==> config.mk <==
export PLATFORM = sky130hd
export DESIGN_NAME = multicycle_datapath
export DESIGN_NICKNAME = d
export VERILOG_FILES = /design/src/rtl/multicycle_datapath.sv
export SDC_FILE = /design/constraint.sdc
export NUM_CORES = 2
export LEC_CHECK = 0
export BUFFER_PORTS_ARGS = -buffer_cell sky130_fd_sc_hd__buf_2
export CAP_MARGIN = 0
export CELL_PAD_IN_SITES_DETAIL_PLACEMENT = 0
export CELL_PAD_IN_SITES_GLOBAL_PLACEMENT = 1
export CORE_UTILIZATION = 30
export DETAILED_ROUTE_END_ITERATION = 10
export HOLD_SLACK_MARGIN = 0.05
export PLACE_DENSITY_LB_ADDON = 0.1
export SLEW_MARGIN = 20
export SYNTH_ARGS = -nofsm -noshare
export SYNTH_HDL_FRONTEND = slang
export SYNTH_SLANG_ARGS = --single-unit
==> constraint.sdc <==
create_clock -name clk -period 6.7 [get_ports clk]
set_clock_uncertainty 0.15 [all_clocks]
set_input_delay 0.335 -clock clk [delete_from_list [all_inputs] [get_ports clk]]
set_output_delay 0.335 -clock clk [all_outputs]
set_load 0.05 [all_outputs]
==> src/rtl/multicycle_datapath.sv <==
// Multicycle RV32-style datapath: one instruction at a time through FETCH/DECODE/EXEC/MEM/WB.
// Control signals come from an external controller; the FSM here only sequences the datapath.
module multicycle_datapath #(
    parameter int          PC_W       = 8,
    parameter int          DATA_W     = 32,
    parameter int          DM_ADDRESS = 9,
    parameter int          ALU_CC_W   = 4,
    parameter int unsigned RESET_PC   = 0
) (
    input  logic                  clk,
    input  logic                  reset,
    input  logic                  reg_write,
    input  logic                  mem2reg,
    input  logic                  alu_src,
    input  logic                  mem_write,
    input  logic                  mem_read,
    input  logic                  branch,
    input  logic                  jump,
    input  logic [ALU_CC_W-1:0]   alu_cc,
    output logic                  imem_req,
    output logic [PC_W-1:0]       imem_addr,
    input  logic                  imem_ready,
    input  logic [31:0]           imem_rdata,
    output logic                  dmem_req,
    output logic                  dmem_we,
    output logic [DM_ADDRESS-1:0] dmem_addr,
    output logic [DATA_W-1:0]     dmem_wdata,
    input  logic                  dmem_ready,
    input  logic [DATA_W-1:0]     dmem_rdata,
    output logic [6:0]            opcode,
    output logic [2:0]            funct3,
    output logic [6:0]            funct7,
    output logic [DATA_W-1:0]     alu_result,
    output logic [2:0]            state,
    output logic                  instr_done
);

    typedef enum logic [2:0] {
        S_FETCH  = 3'd0,
        S_DECODE = 3'd1,
        S_EXEC   = 3'd2,
        S_MEM    = 3'd3,
        S_WB     = 3'd4
    } state_t;

    localparam logic [ALU_CC_W-1:0] ALU_AND  = ALU_CC_W'(0);
    localparam logic [ALU_CC_W-1:0] ALU_OR   = ALU_CC_W'(1);
    localparam logic [ALU_CC_W-1:0] ALU_ADD  = ALU_CC_W'(2);
    localparam logic [ALU_CC_W-1:0] ALU_XOR  = ALU_CC_W'(3);
    localparam logic [ALU_CC_W-1:0] ALU_SLL  = ALU_CC_W'(4);
    localparam logic [ALU_CC_W-1:0] ALU_SRL  = ALU_CC_W'(5);
    localparam logic [ALU_CC_W-1:0] ALU_SUB  = ALU_CC_W'(6);
    localparam logic [ALU_CC_W-1:0] ALU_SLT  = ALU_CC_W'(7);
    localparam logic [ALU_CC_W-1:0] ALU_SRA  = ALU_CC_W'(8);
    localparam logic [ALU_CC_W-1:0] ALU_SLTU = ALU_CC_W'(9);

    state_t            state_q, state_d;
    logic [PC_W-1:0]   pc_q, pc_d;
    logic [31:0]       ir_q, ir_d;
    logic [DATA_W-1:0] a_q, a_d;
    logic [DATA_W-1:0] b_q, b_d;
    logic [DATA_W-1:0] imm_q, imm_d;
    logic [DATA_W-1:0] alu_out_q, alu_out_d;
    logic [DATA_W-1:0] mdr_q, mdr_d;
    logic [DATA_W-1:0] link_q, link_d;
    logic [DATA_W-1:0] rf_q [32];

    logic              rf_we;
    logic [4:0]        rf_waddr;
    logic [DATA_W-1:0] rf_wdata;
    logic              done;

    logic [4:0]        rs1, rs2;
    logic [DATA_W-1:0] rs1_val, rs2_val;
    logic [31:0]       imm32;
    logic [DATA_W-1:0] imm_ext;
    logic [DATA_W-1:0] alu_b, alu_y;
    logic [4:0]        shamt;
    logic [PC_W-1:0]   pc_plus4, pc_target;

    assign rs1     = ir_q[19:15];
    assign rs2     = ir_q[24:20];
    assign rs1_val = (rs1 == 5'd0) ? '0 : rf_q[rs1];
    assign rs2_val = (rs2 == 5'd0) ? '0 : rf_q[rs2];

    always_comb begin
        imm32 = '0;
        case (ir_q[6:0])
            7'b0010011, 7'b0000011, 7'b1100111:
                imm32 = {{20{ir_q[31]}}, ir_q[31:20]};
            7'b0100011:
                imm32 = {{20{ir_q[31]}}, ir_q[31:25], ir_q[11:7]};
            7'b1100011:
                imm32 = {{19{ir_q[31]}}, ir_q[31], ir_q[7], ir_q[30:25], ir_q[11:8], 1'b0};
            7'b1101111:
                imm32 = {{11{ir_q[31]}}, ir_q[31], ir_q[19:12], ir_q[20], ir_q[30:21], 1'b0};
            default:
                imm32 = '0;
        endcase
    end

    assign imm_ext = DATA_W'($signed(imm32));

    assign alu_b = alu_src ? imm_q : b_q;
    assign shamt = alu_b[4:0];

    always_comb begin
        alu_y = '0;
        case (alu_cc)
            ALU_AND:  alu_y = a_q & alu_b;
            ALU_OR:   alu_y = a_q | alu_b;
            ALU_ADD:  alu_y = a_q + alu_b;
            ALU_XOR:  alu_y = a_q ^ alu_b;
            ALU_SLL:  alu_y = a_q << shamt;
            ALU_SRL:  alu_y = a_q >> shamt;
            ALU_SUB:  alu_y = a_q - alu_b;
            ALU_SLT:  alu_y = {{(DATA_W-1){1'b0}}, ($signed(a_q) < $signed(alu_b))};
            ALU_SRA:  alu_y = $signed(a_q) >>> shamt;
            ALU_SLTU: alu_y = {{(DATA_W-1){1'b0}}, (a_q < alu_b)};
            default:  alu_y = '0;
        endcase
    end

    // PC arithmetic is PC_W wide so it wraps naturally.
    assign pc_plus4  = pc_q + PC_W'(4);
    assign pc_target = pc_q + imm_q[PC_W-1:0];

    always_comb begin
        state_d   = state_q;
        pc_d      = pc_q;
        ir_d      = ir_q;
        a_d       = a_q;
        b_d       = b_q;
        imm_d     = imm_q;
        alu_out_d = alu_out_q;
        mdr_d     = mdr_q;
        link_d    = link_q;
        rf_we     = 1'b0;
        rf_waddr  = ir_q[11:7];
        rf_wdata  = jump ? link_q : (mem2reg ? mdr_q : alu_out_q);
        done      = 1'b0;
        case (state_q)
            S_FETCH: begin
                if (imem_ready) begin
                    ir_d    = imem_rdata;
                    state_d = S_DECODE;
                end
            end
            S_DECODE: begin
                a_d     = rs1_val;
                b_d     = rs2_val;
                imm_d   = imm_ext;
                state_d = S_EXEC;
            end
            S_EXEC: begin
                alu_out_d = alu_y;
                if (branch && (alu_y == '0)) begin
                    pc_d = pc_target;
                end else if (jump) begin
                    pc_d   = pc_target;
                    link_d = DATA_W'(pc_plus4);
                end else begin
                    pc_d = pc_plus4;
                end
                if (mem_read || mem_write) begin
                    state_d = S_MEM;
                end else if (reg_write || jump) begin
                    state_d = S_WB;
                end else begin
                    state_d = S_FETCH;
                    done    = 1'b1;
                end
            end
            S_MEM: begin
                if (dmem_ready) begin
                    // A simultaneous read and write is a store, so MDR is left alone.
                    if (!mem_write) begin
                        mdr_d = dmem_rdata;
                    end
                    if (reg_write) begin
                        state_d = S_WB;
                    end else begin
                        state_d = S_FETCH;
                        done    = 1'b1;
                    end
                end
            end
            S_WB: begin
                rf_we   = (rf_waddr != 5'd0);
                done    = 1'b1;
                state_d = S_FETCH;
            end
            default: begin
                state_d = S_FETCH;
            end
        endcase
    end

    always_ff @(posedge clk or negedge reset) begin
        if (!reset) begin
            state_q   <= S_FETCH;
            pc_q      <= PC_W'(RESET_PC);
            ir_q      <= '0;
            a_q       <= '0;
            b_q       <= '0;
            imm_q     <= '0;
            alu_out_q <= '0;
            mdr_q     <= '0;
            link_q    <= '0;
            for (int i = 0; i < 32; i++) begin
                rf_q[i] <= '0;
            end
        end else begin
            state_q   <= state_d;
            pc_q      <= pc_d;
            ir_q      <= ir_d;
            a_q       <= a_d;
            b_q       <= b_d;
            imm_q     <= imm_d;
            alu_out_q <= alu_out_d;
            mdr_q     <= mdr_d;
            link_q    <= link_d;
            if (rf_we) begin
                rf_q[rf_waddr] <= rf_wdata;
            end
        end
    end

    assign imem_req   = (state_q == S_FETCH);
    assign imem_addr  = pc_q;
    assign dmem_req   = (state_q == S_MEM);
    assign dmem_we    = (state_q == S_MEM) && mem_write;
    assign dmem_addr  = alu_out_q[DM_ADDRESS-1:0];
    assign dmem_wdata = b_q;
    assign opcode     = ir_q[6:0];
    assign funct3     = ir_q[14:12];
    assign funct7     = ir_q[31:25];
    assign alu_result = alu_out_q;
    assign state      = state_q;
    assign instr_done = done;

endmodule

==> run summary <==
ROUTING
-------------------------------------------------------------------------------
Post-detailed-routing wire length ................................    349000 µm
Initial DRC Count ................................................         4966
DRC ..............................................................            0
Total number of vias .............................................        56400
Avg WL per Cell ..................................................      35.4 µm
TritonRoute pass-1 iters .........................................            5
Post-detailed-route via-to-cell ratio ............................         5.72
Count of nets left with antenna violations after detail routing ..            0

CTS
-------------------------------------------------------------------------------
Max clock buf depth ..............................................            3
CTS sink count ...................................................         1224
CTS clk-pin slew, worst paths ....................................      0.06 ns
H-tree level count ...............................................            4
CTS root buffer ..................................................    clkbuf_16
Clock tree from TritonCTS ........................................         done
Clock latency reported for the late side of the worst-skew pair ..      0.84 ns
Number of CTS-inserted buffers ...................................          154

GLOBAL ROUTE
-------------------------------------------------------------------------------
Vias in the first global route ...................................        56500
Largest net degree at the start of global routing ................          155
Combined global-route utilization of all metal layers ............        29.5%
Global route total overflow ......................................            0
Global-route wire length before repair ...........................    487000 µm
Antenna violations before repair .................................           26

YOSYS
-------------------------------------------------------------------------------
Post-Synthesis Mean Instance Area ................................     10.4 µm²
Number of synthesized flops with an enable pin ...................            0
Cell area after synthesis ........................................   0.0702 mm²
Asr flop ratio synth .............................................         100%
Synth area leaders ............................................... dfrtp_1, mux4_2, o21ai_0
Distinct cells, synth ............................................           97
Post-synthesis sequential element count ..........................         1224
Most frequent cells after synthesis .............................. nand2_1, dfrtp_1, o21ai_0
Synthesized net count ............................................         6912
Most used flip-flop cell after synthesis .........................      dfrtp_1
Post-synthesis cell count ........................................         6725
Area share of the largest cell type after synthesis ..............        43.6%
Most frequently used cell type in the post-synthesis netlist .....      nand2_1
Most area-hungry cell type in the Yosys netlist ..................      dfrtp_1
Sequential cell area fraction in the yosys report ................        43.6%
Yosys warnings ...................................................            0

STA
-------------------------------------------------------------------------------
Tcrit/Tclk final .................................................        93.4%
Slew @ Worst Pin .................................................      1.24 ns
Min Clock Period, post-route .....................................      6.26 ns
Final Hold Violating Endpoints ...................................            0
RSZ-0062 raised after global routing .............................           no
Worst slew margin relative to its limit ..........................        16.8%
Max-slew violation total from the final report ...................            0
# setup viols final ..............................................            0
Final total negative setup slack .................................         0 ns
Highest Clock Rate ...............................................    0.160 GHz

PLACE
-------------------------------------------------------------------------------
Port bufs ........................................................          183
Last weighted congestion value of the routability-driven placer ..         1.01
Half-perimeter wire length after placement .......................    233000 µm

DIE
-------------------------------------------------------------------------------
Overall die area .................................................    0.236 mm²
Number of top-level pins .........................................          184
Num rows .........................................................          177
Effective utilization at floorplan ...............................        30.2%
Die X ............................................................       486 µm
Placeable Area ...................................................    0.233 mm²
Vertical die dimension ...........................................       486 µm

CELLS AND AREA
-------------------------------------------------------------------------------
Layout cell share with drive strength beyond 1 ...................        21.6%
Core occupancy in the finished layout ............................        34.7%
Area added between synthesis and finish ..........................        14.9%
Post-layout net count ............................................         6881
Final-layout fill cell count .....................................        23400

WORST SETUP PATH
-------------------------------------------------------------------------------
Number of cells traversed by the worst register-to-register path .           19
Worst Setup Start Kind ...........................................    flip-flop
Data required, critical path .....................................      7.26 ns
Nature of the critical path endpoint .............................    flip-flop
Endpoint arrival time on the critical path .......................      6.82 ns
Setup Crit Path Kind .............................................   reg -> reg
Critical Path Fanout Max .........................................            8

RUN STATUS
-------------------------------------------------------------------------------
Status ........................................................... finished clean

MIN PATH
-------------------------------------------------------------------------------
Type of the most critical hold path ..............................    in -> reg
Number of instances on the worst hold path .......................            3

FLOW RUN
-------------------------------------------------------------------------------
Max capacitance violation total ..................................            0

POWER AND IR DROP
-------------------------------------------------------------------------------
VDD IR-drop max ..................................................     0.320 mV
Static Leak ......................................................      34.0 nW
Pwr Density ......................................................   563 mW/mm²

## path summary, 6_finish.rpt
path | from | to | slack, ns
max | imm_q[0] | link_q[6] | 0.44
max reg2reg | imm_q[0] | link_q[6] | 0.44
min | imem_rdata[20] | ir_q[20] | 0.11
min reg2reg | rf_q[1023] | rf_q[1023] | 0.24
min in group asynchronous | reset | rf_q[643] | 0.14
max in group asynchronous | reset | rf_q[683] | 5.25
## per-layer routing
metal	global-route usage, %	up-vias	share of wire (%)
li1	-	24600	-
met1	40.7	29600	45
met2	46.0	1762	45
met3	4.48	485	5.2
met4	12.8	12	4.7
met5	0	-	0.021
## cell families after synthesis
family | synth area share [%]
and+or+nand+nor | 10.2
AOI/OAI and AO/OA | 15.7
muxes | 23.6
DFF | 43.6
buffers and inverters | 4.53
adders and majority gates | 1.96
xor gates and xnor gates | 0.362
## metrics by stage
step           total power [W]  instances  worst slack [ns]  hold slack [ns]  area [µm²]
6_report                0.0454       9871             0.440            0.115       80700
3_3_place_gp            0.0367       9505             0.315            0.226       74800
5_1_grt                 0.0477       9864             0.290           0.0899       80700
4_1_cts                 0.0454       9862             0.586           0.0505       80700
3_5_place_dp            0.0368       9507             0.295            0.235       74800
2_1_floorplan           0.0270       6725             0.987           -0.111       70200
## registers in the layout, summed over array words and instances (netlist names)
register    cells
ir_q           32
alu_result     32
state           3
rf_q         1024
link_q          8
imem_addr       8
a_q            32
dmem_wdata     32
mdr_q          32
imm_q          21
## final cells by class
class,instances,area [µm²],area share (%)
repair buffers,496,3770,4.67
clock buffers,230,4530,5.61
clock inverters,51,591,0.732
flip-flops and latches,1224,30700,38.0
inverters,118,447,0.553
diodes,9,22.5,0.0279
well taps,3043,3810,4.72
multi-input cells,4700,36900,45.7
## placed cells by master, fill, tap and decap left out, types with 73 or more instances in the layout
cell type	count
a21oi_1	195
buf_2	183
buf_4	215
clkbuf_16	154
dfrtp_1	1214
dlygate4sd3_1	73
ha_1	105
inv_1	114
mux2_2	128
mux2i_1	228
mux4_2	562
nand2_1	1248
nor2_1	180
o21ai_0	1184
o22ai_1	73
## power by group
part	switching, W	internal [W]	total (W)	leakage (nW)
registers	0.00330	0.0103	0.0136	11.8
clock network	0.00360	0.00490	0.00851	2.53
logic	0.0146	0.00865	0.0233	19.7
## timing repair
item	4_1_cts	5_1_grt
resized for setup	0	0
setup buffers	0	0
hold endpoints to repair	358	0
hold buffers	74	0
## critical path: stages, from the launching register on
cell and delay [ns]:
dfrtp_1 0.62, mux2i_4 0.29, inv_4 0.06, ha_1 0.22, fa_1 0.46, o21ba_2 0.25, or4_1 0.50, a311oi_1 0.63
a211oi_1 0.33, a221oi_1 0.42, o221a_2 0.30, nand3_1 0.10, nor4_2 0.42, buf_4 0.20, nand3_2 0.13, nor3_2 0.25
buf_4 0.19, or3_1 0.14, buf_12 0.13, mux2_1 0.32
Power figures use the tool's default switching activity.
